<file path="config.mk">
export PLATFORM = sky130hd
export DESIGN_NAME = serial_add_ctrl
export DESIGN_NICKNAME = d
export VERILOG_FILES = /design/src/rtl/serial_add_ctrl.sv
export SDC_FILE = /design/constraint.sdc
export NUM_CORES = 1
export LEC_CHECK = 0
export CAP_MARGIN = 10
export CELL_PAD_IN_SITES_DETAIL_PLACEMENT = 0
export CELL_PAD_IN_SITES_GLOBAL_PLACEMENT = 1
export CORE_AREA = 3 3 69 71
export DETAILED_ROUTE_END_ITERATION = 10
export DIE_AREA = 0 0 72 74
export PLACE_DENSITY = 0.74
export SYNTH_ARGS = -nofsm -noshare
export SYNTH_HDL_FRONTEND = slang
export SYNTH_SLANG_ARGS = --single-unit
</file>
<file path="constraint.sdc">
create_clock -name clk -period 3.48 [get_ports clk]
set_clock_uncertainty 0.1 [all_clocks]
set_input_delay 0.696 -clock clk [delete_from_list [all_inputs] [get_ports clk]]
set_output_delay 0.696 -clock clk [all_outputs]
set_load 0.02 [all_outputs]
</file>
<file path="src/rtl/serial_add_ctrl.sv">
// serial_add_ctrl: bit-serial adder sequencer. Adds two WIDTH-bit operands over WIDTH
// cycles by driving one external 1-bit full-adder cell, LSB first.
//
// Ports:
//   clk, rst            clock, asynchronous active-high reset
//   start, sub          request (sampled in IDLE only), subtract request
//   op_a, op_b          operands, sampled with start
//   busy, done          busy in RUN/DONE, done is a one-cycle pulse
//   result, cout        WIDTH-bit sum and carry out (held after done)
//   fa_a, fa_b, fa_ci   full-adder cell inputs (0 outside RUN)
//   fa_sum, fa_co       full-adder cell outputs (combinational from fa_*)
//
// Build option: define SERIAL_ADD_SUB_EN to enable subtraction (op_a + ~op_b + 1).
// Without it, sub is ignored and the block only adds.

module serial_add_ctrl #(
    parameter int unsigned WIDTH = 8
) (
    input  logic             clk,
    input  logic             rst,
    input  logic             start,
    input  logic             sub,
    input  logic [WIDTH-1:0] op_a,
    input  logic [WIDTH-1:0] op_b,
    output logic             busy,
    output logic             done,
    output logic [WIDTH-1:0] result,
    output logic             cout,
    output logic             fa_a,
    output logic             fa_b,
    output logic             fa_ci,
    input  logic             fa_sum,
    input  logic             fa_co
);

    localparam int unsigned CntW = $clog2(WIDTH) + 1;

    typedef enum logic [1:0] {
        StIdle,
        StRun,
        StDone
    } state_t;

    state_t            r_state;
    state_t            w_state_next;
    logic [WIDTH-1:0]  r_sa;
    logic [WIDTH-1:0]  r_sb;
    logic [WIDTH-1:0]  r_result;
    logic [CntW-1:0]   r_cnt;
    logic              r_carry;
    logic              r_cout;
    logic              w_last_bit;
    logic              w_sub_start;   // carry-in / invert value to latch at start
    logic              w_sub_q;       // subtract mode of the operation in flight

`ifdef SERIAL_ADD_SUB_EN
    logic              r_sub;

    assign w_sub_start = sub;
    assign w_sub_q     = r_sub;

    always_ff @(posedge clk or posedge rst) begin
        if (rst) begin
            r_sub <= 1'b0;
        end else if (r_state == StIdle && start) begin
            r_sub <= sub;
        end
    end
`else
    logic              w_sub_unused;

    assign w_sub_unused = sub;
    assign w_sub_start  = 1'b0;
    assign w_sub_q      = 1'b0;
`endif

    assign w_last_bit = (r_cnt == CntW'(WIDTH - 1));

    // State register
    always_ff @(posedge clk or posedge rst) begin
        if (rst) begin
            r_state <= StIdle;
        end else begin
            r_state <= w_state_next;
        end
    end

    // Next state and outputs
    always_comb begin
        w_state_next = r_state;
        busy         = 1'b0;
        done         = 1'b0;
        fa_a         = 1'b0;
        fa_b         = 1'b0;
        fa_ci        = 1'b0;
        unique case (r_state)
            StIdle: begin
                if (start) begin
                    w_state_next = StRun;
                end
            end
            StRun: begin
                busy  = 1'b1;
                fa_a  = r_sa[0];
                fa_b  = r_sb[0] ^ w_sub_q;
                fa_ci = r_carry;
                if (w_last_bit) begin
                    w_state_next = StDone;
                end
            end
            StDone: begin
                busy         = 1'b1;
                done         = 1'b1;
                w_state_next = StIdle;
            end
            default: begin
                w_state_next = StIdle;
            end
        endcase
    end

    // Datapath: operand/result shift registers, carry flop, bit counter
    always_ff @(posedge clk or posedge rst) begin
        if (rst) begin
            r_sa     <= '0;
            r_sb     <= '0;
            r_result <= '0;
            r_cnt    <= '0;
            r_carry  <= 1'b0;
            r_cout   <= 1'b0;
        end else begin
            case (r_state)
                StIdle: begin
                    if (start) begin
                        r_sa    <= op_a;
                        r_sb    <= op_b;
                        r_carry <= w_sub_start;
                        r_cnt   <= '0;
                    end
                end
                StRun: begin
                    // Sum bits enter at the MSB so after WIDTH shifts bit 0 sits at the LSB.
                    r_result <= {fa_sum, r_result[WIDTH-1:1]};
                    r_carry  <= fa_co;
                    r_sa     <= r_sa >> 1;
                    r_sb     <= r_sb >> 1;
                    r_cnt    <= r_cnt + CntW'(1);
                    if (w_last_bit) begin
                        r_cout <= fa_co;
                    end
                end
                default: begin
                end
            endcase
        end
    end

    assign result = r_result;
    assign cout   = r_cout;

endmodule

</file>
# Yosys cells after proc, flatten, opt, wreduce, memory -nomap -nowiden
# Cells that the tools add are included.
# word_totals
regBits	32
elab_cells	35
# classes
add_sub_neg	1
eq_ne	5
mux	16
reduce_logical	6
# op_table
operator	count
case mux 8 bit (2 select lines)	2
2-to-1 mux 8 bit	2
case mux 4 bit (2 select lines)	1
2-to-1 mux 1 bit	6
AND reduction 2 bit	3
adder 4 x 1 -> 4 bit, second input constant	1
equality test 4 x 3 -> 1 bit, second input constant	1
2-to-1 mux 2 bit	2
2-to-1 mux 4 bit	1
inequality test 2 bit, second input constant	2
case mux 2 bit (2 select lines)	1
equality test 2 x 1 -> 1 bit, second input constant	1
equality test 2 bit, second input constant	1
logical NOT 2 bit	1
case mux 1 bit (2 select lines)	1
nonzero test 2 bit	1
OR reduction 2 bit	1

# Depth between registers and ports, before layout
# Gate-level depths: netlist (run 1).
# logic_depth
ltp_word	3
depth_mapped	8
ltp_nobuf	5

# Worst setup path after synthesis (run 1)
# No wires, ideal clock.
# synth_path
path_kind	reg2out
start	register r_state[1]
end	output port fa_a
t_arrival_ns	1.226
required_ns	2.684
setup_slack_ns	1.458
stages_incl_launch_ff	6
path_buffers	2
path_cell_list	dfrtp_1 > inv_1 > ha_1 > buf_4 > clkbuf_1 > and2_1
# synth_via
elab_chain_cells	2
# synth_rtl
item	line	text
start, declared	44	state_t r_state;
start signal, assigned	82	r_state <= StIdle;
start signal, assigned	84	r_state <= w_state_next;
equality test 2 x 1 -> 1 bit	96	unique case (r_state)
2-to-1 mux 1 bit	96	
end, declared	29	output logic fa_a,
# No other way between the ends.

# Worst setup path after layout (run 1)
# layout_path
start	register r_state[1]
end	output port fa_ci
# layout_via
elab_chain_cells	2
# layout_rtl
item	line	text
equality test 2 x 1 -> 1 bit	96	
2-to-1 mux 1 bit	96	
end, declared	31	output logic fa_ci,
# No other way between the ends.

==> impl_metrics.json, run 1 <==
{
  "outcome": "finished clean",
  "start_kind": "register",
  "vias_per_cell": 4.86,
  "drive_above_1_share": 0.130,
  "period_minus_slack_ps": 2830,
  "place.gp.congestion": 0.732,
  "area_growth_pct": 36.0,
  "startpoint": "r_state[1]$_DFFE_PP0P_",
  "die_width_um": 72,
  "p_per_area_nw_per_um2": 903,
  "setup_tns_ps": 0,
  "max_slew_margin": 0.708,
  "setup_violations": 0,
  "cts_resized": 0,
  "cts_setup_buffers": 0,
  "routed-via-count": 1075,
  "drtPass1Iterations": 4,
  "start_util": 0.340,
  "antenna_found_initial": 0,
  "synth_top_cell_by_area": "dfrtp_1",
  "fillers": 400,
  "cp-end-kind": "primary output",
  "numPortBuffers": 34,
  "grtUsageTotal": 0.120,
  "rows": 24,
  "htree_levels": 2,
  "cp_slowest_cell": "clkdlybuf4s50_1",
  "netlist_top_cells_area": "dfrtp_1 55%, mux2i_1 10%, mux2_2 6.9%, o21ai_0 5.8%, nand2_1 5.4%",
  "tritoncts": "done",
  "grt_pass1_vias": 1156,
  "peakVddDrop_mv": 0.432,
  "grt_first_pass_wirelength_mm": 5.00,
  "avgSynthCellArea_um2": 11.2,
  "timing.hold.ws_ps": 374,
  "hold_path.class": "register to register",
  "fin_nets": 194,
  "hp-start": "r_sb[0]$_DFFE_PP0P_",
  "ctsHoldBuffers": 0,
  "synth_cell_type_count": 21,
  "synth_area_um2": 1460,
  "die_area_um2": 5330,
  "diodes": 0,
  "cts.path.max_buffers": 2,
  "cp_max_fo": 13,
  "finalCritPeriodShare": 0.815,
  "worstPathRequired_ps": 2680,
  "dp_hpwl_mm": 1.96,
  "regToRegEndpoint": "r_cnt[3]$_DFFE_PP0P_",
  "drt-initial-drc-count": 32,
  "seq_area_um2": 801,
  "pin_count": 36,
  "cts_buffers": 5,
  "slowest_delay_ps": 610,
  "seq_area_frac_synth": 0.548,
  "r2r-start": "r_state[1]$_DFFE_PP0P_",
  "drtAntennaViolNets": 0,
  "overflow": 0,
  "multi_input_area_um2": 609,
  "wl_per_cell_um": 12.7,
  "clkTransAtPathRegs_ps": 70,
  "cts_num_sinks": 32,
  "clkLatencyLatePin_ps": 280,
  "crit_family": "buffers and inverters",
  "die_h_um": 74,
  "rsz0062_at_grt": "no",
  "finalMaxSlewViolations": 0,
  "synth_seq_cells": 32,
  "tightest_slew_ps": 438,
  "finalHoldViolCount": 0,
  "r2r_cells": 6,
  "routed_wl_mm": 2.82,
  "worst-path-buf-inv": 2,
  "crit_arrival_ps": 2040,
  "post-route-drc-count": 0,
  "syn_inst": 131,
  "path_cells": "inv_1 -> ha_1 -> and2_1 -> clkdlybuf4s50_1",
  "ff2ff_setup_slack_ps": 1380,
  "synth_top_area_frac": 0.548,
  "grt_max_degree": 39,
  "crit_type": "register to primary output",
  "cp-endpoint": "fa_ci",
  "core-area_um2": 4290,
  "cts.root.buffer_cell": "clkbuf_8",
  "fmax_ghz": 0.353,
  "maxCapViolCount": 0,
  "syn_nets": 157,
  "p_leak_nw": 0.877,
  "yosysWarnings": 0,
  "cp.depth": 4
}
## cell usage after synthesis (all sizes together)
master and count:
inv 4, nand3b 2, nor2 2, a32o 2, a311oi 1, nand2 21, buf 6, mux2i 15
clkbuf 2, mux2 9, a21oi 1, and2 3, o21ai 17, ha 4, nand4b 1, dfrtp 32
nand3 4, a22oi 1, or4b 1, nand2b 3
## state kept, by name, summed over array words and instances (netlist names)
signal   count
r_sb         8
result       8
r_carry      1
r_state      2
r_cnt        4
r_sa         8
cout         1
## power breakdown
part / total, W / switching, W / internal, W
Combinational: 0.000767 / 0.000388 / 0.000378
Clock: 0.000383 / 0.000131 / 0.000252
Sequential: 0.000644 / 0.000101 / 0.000544
Total: 0.00179 / 0.000619 / 0.00117
## cell families after synthesis
family          Yosys count  synth area share
mux                      24             0.172
fa+ha+maj                 4            0.0342
flops                    32             0.548
simple gates             37             0.122
compound gates           22            0.0865
buf+inv                  12            0.0377
## cells in the final DEF, fill, tap and decap left out, drive strengths merged
cell type,instances
a311oi,1
buf,4
clkdlybuf4s50,34
a22oi,1
nand2,21
nand3,4
bufinv,1
nand4b,1
nand3b,2
o21ai,17
a21oi,1
mux2,9
nand2b,3
ha,4
a32o,2
nor2,2
dfrtp,32
inv,4
mux2i,15
and2,3
or4b,1
clkbuf,7
## metrics by stage
stage                     instances  setup WS [ps]   util  cell area (um2)  power (W)
after floorplan                 131           1460      -             1460    0.00116
after global placement          213            997  0.433             1860    0.00140
after detailed placement        213            959  0.433             1860    0.00143
after CTS                       221            628  0.463             1990    0.00183
after global routing            221            513  0.463             1990    0.00194
final                           221            645  0.463             1990    0.00179
## worst min-delay path by stage
stage	cells after the start	end
floorplan	2	r_sa[0]$_DFFE_PP0P_
global placement	2	r_sb[0]$_DFFE_PP0P_
detailed placement	2	r_sb[0]$_DFFE_PP0P_
CTS	2	r_sb[0]$_DFFE_PP0P_
global route	2	r_sb[4]$_DFFE_PP0P_
finish	2	r_sb[0]$_DFFE_PP0P_
## area by class of cell
type,instances,area share
inverters,4,0.00756
clock buffers,7,0.0485
repair buffers,38,0.186
multi-input cells,87,0.307
clock inverters,1,0.0151
flip-flops and latches,32,0.403
well taps,52,0.0327
## tightest hold or removal path, cell delays in order (launching register included)
cell     delay, ps
dfrtp_1        330
nand2_1         40
o21ai_0         60
## routing by layer
metal	GRT usage	wire length (um)
met5	0	0
met3	0.0541	238
met4	0.0376	38
met1	0.143	1260
met2	0.197	1280
Power figures use the tool's default switching activity.
==> run 2: changes to the inputs <==
CORE_AREA = 3 3 70 72   (was 3 3 69 71)
DIE_AREA = 0 0 73 75   (was 0 0 72 74)
PLACE_DENSITY = 0.75   (was 0.74)
clock period = 2.5 ns   (was 3.48 ns; I/O delays follow)
==> run 2 against run 1 <==
Against the previous run: sequential power grew 39%; hold slack gained 4.4 ps; cell count grew 0.45%; core utilization shrank 1.2 points; setup slack lost 510 ps; die area grew 2.8%; largest cell class unchanged.
==> impl_metrics.json, run 2 (synthesized netlist as in run 1, its figures left out) <==
{
  "fin_area_um2": 1960,
  "numPortBuffers": 34,
  "wl_per_cell_um": 12.9,
  "start_kind": "register",
  "place_ws_ps": 398,
  "period_minus_slack_ps": 2360,
  "place.gp.congestion": 0.685,
  "layout_common_cells": "34 x clkdlybuf4s50_1, 32 x dfrtp_1, 21 x nand2_1",
  "antenna_found_initial": 0,
  "drtPass1Iterations": 4,
  "clkLatencyLatePin_ps": 280,
  "total_power_w": 0.00238,
  "tritoncts": "done",
  "routed-via-count": 1040,
  "cts_num_sinks": 32,
  "outcome": "finished clean",
  "slowest_delay_ps": 610,
  "peakVddDrop_mv": 0.577,
  "hold_path.class": "register to register",
  "setup_tns_ps": 0,
  "crit_family": "buffers and inverters",
  "cp.depth": 4,
  "maxCapViolCount": 0,
  "p_leak_nw": 0.867,
  "crit_arrival_ps": 1760,
  "p_per_area_nw_per_um2": 1210,
  "grt_pass1_vias": 1128,
  "fillers": 405,
  "cts.path.max_buffers": 2,
  "start_util": 0.336,
  "cp-end-kind": "primary output",
  "die_width_um": 73,
  "cp_max_fo": 6,
  "ctsHoldBuffers": 0,
  "overflow": 0,
  "core-area_um2": 4350,
  "r2r_cells": 6,
  "holdPathStages": 2,
  "cts.root.buffer_cell": "clkbuf_8",
  "final_cells": 222,
  "grt_first_pass_wirelength_mm": 4.96,
  "fmax_ghz": 0.424,
  "drtAntennaViolNets": 0,
  "max_slew_margin": 0.730,
  "setup_ws_ps": 139,
  "routed_wl_mm": 2.87,
  "area_growth_pct": 34.3,
  "worstPathRequired_ps": 1900,
  "finalCritPeriodShare": 0.944,
  "diodes": 0,
  "crit_type": "register to primary output",
  "rows": 24,
  "clkTransAtPathRegs_ps": 60,
  "finalHoldViolCount": 0,
  "drt-initial-drc-count": 53,
  "dp_cells": 214,
  "cts_setup_buffers": 0,
  "cp_slowest_cell": "clkdlybuf4s50_1",
  "layout_commonest_cell": "clkdlybuf4s50_1",
  "fin_nets": 195,
  "tightest_slew_ps": 405,
  "cts_buffers": 5,
  "post-route-drc-count": 0,
  "die_area_um2": 5480,
  "grt_max_degree": 38,
  "path_cells": "inv_1 -> ha_2 -> and2_1 -> clkdlybuf4s50_1",
  "setup_violations": 0,
  "worst-path-buf-inv": 2,
  "dp_hpwl_mm": 2.01,
  "htree_levels": 2,
  "grtUsageTotal": 0.120,
  "die_h_um": 75,
  "finalMaxSlewViolations": 0,
  "place_area_um2": 1870,
  "vias_per_cell": 4.68,
  "drive_above_1_share": 0.141,
  "pin_count": 36,
  "rsz0062_at_grt": "no"
}
-- run 2: cell types whose count changed in the layout (fill, tap and decap cells not counted) --
cell       before  now
ha_2            0    1
clkbuf_8        7    6
ha_1            4    3
bufinv_16       1    0
clkinv_2        0    2
buf_4           4    5
-- run 2: worst reg2reg max path, cell delays in order, from the launching register on --
cell     delay [ps]
dfrtp_1         390
inv_1           110
ha_2            240
buf_4           250
mux2i_2         100
or4b_1          500
nand3_1         100
-- run 2: path summary, 6_finish.rpt --
path                                        start                    end  slack, ps
max                        r_state[1]$_DFFE_PP0P_                  fa_ci        140
max in group asynchronous                     rst   r_cnt[3]$_DFFE_PP0P_       1510
min reg2reg                   r_sb[0]$_DFFE_PP0P_    r_sb[0]$_DFFE_PP0P_        380
min                           r_sb[0]$_DFFE_PP0P_    r_sb[0]$_DFFE_PP0P_        380
max reg2reg                r_state[1]$_DFFE_PP0P_   r_cnt[3]$_DFFE_PP0P_        640
min in group asynchronous                     rst  result[1]$_DFFE_PP0P_        500
-- run 2: cell type report --
| cell class | instances | area (um2) | area share |
|---|---|---|---|
| multi-input combinational | 87 | 612 | 0.312 |
| timing repair buffer | 39 | 378 | 0.192 |
| sequential | 32 | 801 | 0.408 |
| inverter | 4 | 15.0 | 0.00765 |
| tap | 52 | 65.1 | 0.0331 |
| clock inverter | 2 | 10.0 | 0.00510 |
| clock buffer | 6 | 82.6 | 0.0421 |
-- run 2: per-layer routing --
| metal | vias to the layer above | global-route usage | share of wire |
|---|---|---|---|
| li1 | 527 | - | - |
| met1 | 474 | 0.143 | 0.45 |
| met2 | 35 | 0.186 | 0.45 |
| met3 | 4 | 0.0574 | 0.092 |
| met4 | 0 | 0.0492 | 0.0094 |
| met5 | - | 0 | 0 |
-- run 2: timing repair --
item,CTS,global route
endpoints found under the setup margin,0,2
hold endpoints to repair,0,0
resized for setup,0,1
-- run 2: stage by stage --
step | util | hold slack [ps]
3_5_place_dp | 0.429 | 369
5_1_grt | 0.451 | 407
2_1_floorplan | - | 342
4_1_cts | 0.450 | 384
3_3_place_gp | 0.429 | 360
6_report | 0.451 | 379
-- run 2: power breakdown --
| group | internal (W) | switching (W) |
|---|---|---|
| Clock | 0.000219 | 0.000187 |
| Combinational | 0.000539 | 0.000543 |
| Sequential | 0.000757 | 0.000139 |
| Total | 0.00151 | 0.000869 |
==> RTL edit 1 (flow settings as in run 2) <==
Set the parameter `WIDTH` to 4 (it was 8).
--- a/src/rtl/serial_add_ctrl.sv
+++ b/src/rtl/serial_add_ctrl.sv
@@ -14,7 +14,7 @@
 // Without it, sub is ignored and the block only adds.
 
 module serial_add_ctrl #(
-    parameter int unsigned WIDTH = 8
+    parameter int unsigned WIDTH = 4
 ) (
     input  logic             clk,
     input  logic             rst,
Ports: changed (resized op_a, op_b and result); port bits go from 36 to 24. The function was not compared with the original's and may differ.
==> RTL edit 1 against run 2 <==
- combinational power decreased by 12%
- sequential cell count decreased by 13
- power decreased by 28%
- via count decreased by 27%
- hold slack improved by 0.0080 ns
- synthesized area decreased by 34%
- cell area decreased by 35%
- routed wire length decreased by 24%
- worst setup slack improved by 0.0068 ns
- critical path type unchanged
==> RTL edit 1: results (changes against run 2) <==
CTS H-tree lvls=1 (-1); FF-to-FF End=r_sb[1]; final wirelength=2166 µm (-24%); # nets final=135 (-31%); syn_nets=110 (-30%); unique cell type count in the Yosys netlist=23 (+9.5%); gr usage total=8.502% (-3.5 points); main flop type after synthesis=dfrtp_1; relative slew slack=50.63% (-22 points); Worst-Skew Late Latency=0.25 ns (-0.03 ns); max-cap viol count=0 (unchanged); sequential element share of the synthesized area=49.61% (-5.2 points); Metal-1 WL=1008 µm (-21%); DP Area=1227 µm² (-34%); largest cells by area after synthesis=dfrtp_1 (50%), ha_1 (6.5%), mux2_2 (5.9%), inv_1 (3.9%), a221oi_1 (3.7%); first-pass GRT wire length=3615 µm (-27%); met2 routed WL=1043 µm (-19%); arrival time at the worst endpoint=1.75 ns; Max Used Layer=met4; CP max FO=8 (+2); 1st-iter DRT viols=16 (-70%); initial antenna violation count=0 (unchanged); status=finished, final reports clean; pin count of the biggest net entering global routing=20 (-47%); # port buffers=22 (-35%); worst min path class=reg2reg; dpl hpwl=1646 µm (-18%); min-delay src=r_cnt[2]; reg2reg setup slack=0.60 ns (-0.04 ns); vias in the first global route=781 (-31%); Placer Congestion=0.7517 (+9.7%); layout cell share with drive strength beyond 1=13.04% (-1.1 points); total CTS buffers=3 (-2); hold depth=2 (unchanged); Pleak=0.5581 nW (-36%); Hold Path End=r_cnt[2]; CTS root buf=clkbuf_8; number of warning messages in the yosys log=0 (unchanged); worst-case vdd ir drop=0.3913 mV (-32%); leading cell types by count after synthesis=dfrtp_1 (19), inv_1 (10); Worst Reg-to-Reg Cells=5 (-1); via/cell ratio=4.545 (-3.0%); wire length on met3=65 µm (-75%)
==> RTL edit 1: changes by cell type in the layout (fill, tap and decap cells not counted), moves of 5 or more <==
cell | run 2 | this run
nand2_1 | 21 | 6
dfrtp_1 | 32 | 19
mux2i_1 | 14 | 1
clkdlybuf4s50_1 | 34 | 22
o21ai_0 | 17 | 6
inv_1 | 4 | 10
a21oi_1 | 1 | 6
==> RTL edit 1: kinds of logic after synthesis <==
| family | Yosys count | share of synthesized area (%) |
|---|---|---|
| flip-flops | 19 | 49.61 |
| buffers and inverters | 13 | 6.397 |
| AND/OR/NAND/NOR | 24 | 13.84 |
| multiplexers | 6 | 6.919 |
| adder cells (fa/ha/maj) | 5 | 6.527 |
| AO/OA/AOI/OAI | 24 | 16.71 |
==> RTL edit 1: where the power goes <==
group	internal (mW)	switching (mW)	total [mW]
registers	0.455	0.0963	0.552
logic	0.452	0.502	0.955
clock network	0.113	0.0969	0.210
total	1.02	0.695	1.72
==> RTL edit 1: worst max path at each step <==
stage | startpoint | endpoint | depth (start not counted)
floorplan | r_state[1] | fa_a | 4
global placement | r_state[1] | fa_ci | 4
detailed placement | r_state[1] | fa_b | 4
CTS | r_state[1] | fa_ci | 4
global route | r_state[1] | fa_ci | 4
finish | r_state[1] | fa_ci | 4
==> RTL edit 1: critical path: stages (launching register included) <==
cell and delay (ns):
dfrtp_1 0.41, inv_1 0.09, ha_2 0.26, and2_1 0.15, clkdlybuf4s50_1 0.60
==> RTL edit 1: what timing repair did <==
action | in CTS | in global routing
gates resized for setup | 0 | 1
endpoints found under the setup margin | 0 | 3
setup buffers | 0 | 0
==> RTL edit 1: layout make-up <==
class	count	area (µm²)
repair buffers	23	227.7
well taps	52	65.06
flip-flops and latches	19	475.5
inverters	10	37.54
clock buffers	4	45.04
multi-input cells	59	424.2
fillers	445	3079
==> RTL edit 1: per-layer routing <==
| metal | track usage [%] | up-vias |
|---|---|---|
| met3 | 1.335 | 6 |
| met4 | 4.918 | 0 |
| li1 | - | 364 |
| met1 | 11.22 | 372 |
| met2 | 13.21 | 17 |
| met5 | 0 | - |
==> RTL edit 1: stage by stage <==
step / cells / hold WS (ns) / setup WS [ns]
2_1_floorplan: 91 / 0.3498 / 0.8154
3_3_place_gp: 163 / 0.3680 / 0.3510
3_5_place_dp: 163 / 0.3810 / 0.3286
4_1_cts: 167 / 0.3982 / 0.04171
5_1_grt: 167 / 0.4117 / 0.04789
6_report: 167 / 0.3866 / 0.1460
==> RTL edit 2 (flow settings as in run 2) <==
Without the edit above. Add an input register stage for `op_a`, `op_b`, `fa_sum` and `fa_co`; this delays them by one clock. The other inputs are not delayed to match. Comments in the files are not updated.
--- a/src/rtl/serial_add_ctrl.sv
+++ b/src/rtl/serial_add_ctrl.sv
@@ -40,6 +40,18 @@
         StRun,
         StDone
     } state_t;
+
+    logic [WIDTH-1:0] op_a_q;
+    logic [WIDTH-1:0] op_b_q;
+    logic fa_sum_q;
+    logic fa_co_q;
+
+    always_ff @(posedge clk) begin
+        op_a_q   <= op_a;
+        op_b_q   <= op_b;
+        fa_sum_q <= fa_sum;
+        fa_co_q  <= fa_co;
+    end
 
     state_t            r_state;
     state_t            w_state_next;
@@ -132,21 +144,21 @@
             case (r_state)
                 StIdle: begin
                     if (start) begin
-                        r_sa    <= op_a;
-                        r_sb    <= op_b;
+                        r_sa    <= op_a_q;
+                        r_sb    <= op_b_q;
                         r_carry <= w_sub_start;
                         r_cnt   <= '0;
                     end
                 end
                 StRun: begin
                     // Sum bits enter at the MSB so after WIDTH shifts bit 0 sits at the LSB.
-                    r_result <= {fa_sum, r_result[WIDTH-1:1]};
-                    r_carry  <= fa_co;
+                    r_result <= {fa_sum_q, r_result[WIDTH-1:1]};
+                    r_carry  <= fa_co_q;
                     r_sa     <= r_sa >> 1;
                     r_sb     <= r_sb >> 1;
                     r_cnt    <= r_cnt + CntW'(1);
                     if (w_last_bit) begin
-                        r_cout <= fa_co;
+                        r_cout <= fa_co_q;
                     end
                 end
                 default: begin
Formal check against the unedited RTL: not equivalent (a bounded check fails within 4 cycles, from zero or initial values and one cycle with rst high).
==> RTL edit 2 against run 2 <==
- sequential share of layout area grew 8.3 points
- cell area up 21%
- die area stayed put
- worst setup slack worse by 0.041 ns
- clock power grew 7.4%
- first-iteration DRC count is 1.9% lower
- power is 18% higher
- global-route usage rose by 0.68 points
- routed wire length increased by 9.2%
- synthesized cell count increased by 14%
- synthesized area is 24% higher
- sequential cell count is 18 higher
- critical path type unchanged
==> RTL edit 2: results (changes against run 2) <==
worst min path class=reg2reg; cell count after synthesis=149 (+14%); initial antenna violation count=0 (unchanged); Placed Cells=231 (+7.9%); detailed-route via count=1176 (+13%); first-pass GRT wire length=5264 µm (+6.1%); CP max FO=11 (+5); main flop type after synthesis=dfrtp_1; layout cell share with drive strength beyond 1=14.51% (+0.39 points); CTS root buf=clkbuf_8; status=finished, final reports clean; Post-synth ARST share=64.00% (-36 points); Worst-Skew Late Latency=0.30 ns (+0.02 ns); CTS H-tree lvls=2 (unchanged); sequential element share of the synthesized area=63.87% (+9.1 points); # nets final=218 (+12%); 1st-iter DRT viols=52 (-1.9%); Fill cells=373 (-7.9%); largest cells by area after synthesis=dfrtp_1 (44%), dfxtp_1 (20%), mux2i_1 (8.3%), mux2_2 (5.6%), nand2_1 (4.7%); Cell Count, Final, Fillers Out=245 (+10%); clk buf depth=2 (unchanged); syn_nets=175 (+11%); Pleak=1.037 nW (+20%); critical path's slowest cell=clkdlybuf4s50_1; CTS clk-pin slew, worst paths=0.09 ns (+0.03 ns); Placer Congestion=0.7866 (+15%); worst-case vdd ir drop=0.4807 mV (-17%); min-delay src=op_a_q[7]; relative slew slack=73.13% (+0.15 points); gr usage total=12.67% (+0.68 points); leading cell types by count after synthesis=dfrtp_1 (32), nand2_1 (23), dfxtp_1 (18); vias in the first global route=1161 (+2.9%); arrival time at the worst endpoint=1.80 ns (+0.04 ns); dpl hpwl=2184 µm (+8.9%); WL/cell=12.78 µm (-1.0%); unique cell type count in the Yosys netlist=23 (+9.5%)
[RTL edit 2: cell types whose count changed after synthesis]
cell / before / now
dfxtp_1: 0 / 18
nand3b_1: 2 / 1
nand3_1: 4 / 3
o211ai_1: 0 / 1
nand2_1: 21 / 23
nand2b_1: 3 / 2
[RTL edit 2: where the power goes]
group / internal [mW] / switching, mW / total [mW]
logic: 0.605 / 0.566 / 1.17
registers: 1.06 / 0.149 / 1.21
clock network: 0.194 / 0.242 / 0.436
[RTL edit 2: routing by layer]
layer,wire [µm],global-route usage (%),part of all wire [%],vias up
li1,-,-,-,590
met1,1370,15.14,44,556
met2,1556,20.26,50,24
met3,152,4.673,4.9,6
met4,52,6.148,1.7,0
met5,0,0,0,-
[RTL edit 2: worst min-delay path, cell delays in order, from the launching register on]
cell     delay (ns)
dfxtp_1        0.30
nand2_1        0.05
o21ai_0        0.06
[RTL edit 2: stage by stage]
step	hold WS [ns]	worst slack, ns	area, µm²	util [%]
finish	0.3549	0.09848	2366	54.34
CTS	0.3616	0.03551	2321	53.30
detailed placement	0.3490	0.2708	2228	51.18
floorplan	0.3250	0.6782	1818	-
global placement	0.3397	0.3115	2228	51.18
global route	0.3937	0.007774	2366	54.34
[RTL edit 2: what timing repair did]
action | 4_1_cts | 5_1_grt
resized for setup | 1 | 0
gates cloned | 0 | 0
endpoints found under the setup margin | 3 | 3
buffers inserted | 0 | 6
hold endpoints to repair | 0 | 0
[RTL edit 2: final timing paths]
| kind | end | slack (ns) | depth (start not counted) |
|---|---|---|---|
| max | fa_b | 0.1 | 4 |
| min | r_sa[7] | 0.35 | 2 |
| max reg2reg | r_cnt[3] | 0.46 | 7 |
| min reg2reg | r_sa[7] | 0.35 | 2 |
| max in group asynchronous | result[4] | 1.53 | 3 |
| min in group asynchronous | r_state[1] | 0.48 | 3 |
[RTL edit 2: cell type report]
cell class | instances | area, µm² | share of cell area, %
multi-input cells | 87 | 626.9 | 26.49
flip-flops and latches | 50 | 1161 | 49.07
clock inverters | 2 | 10.01 | 0.4231
repair buffers | 44 | 415.4 | 17.56
inverters | 4 | 15.01 | 0.6346
well taps | 52 | 65.06 | 2.750
clock buffers | 6 | 72.57 | 3.067
[RTL edit 2: logic make-up (layout without fill, tap and decap cells)]
group,count (synthesis),in the layout,synth area share [%]
adders and majority gates,4,4,2.753
and+or+nand+nor,36,36,9.153
AOI/OAI and AO/OA,23,23,7.364
muxes,24,24,13.83
DFF,50,50,63.87
buffers and inverters,12,56,3.028
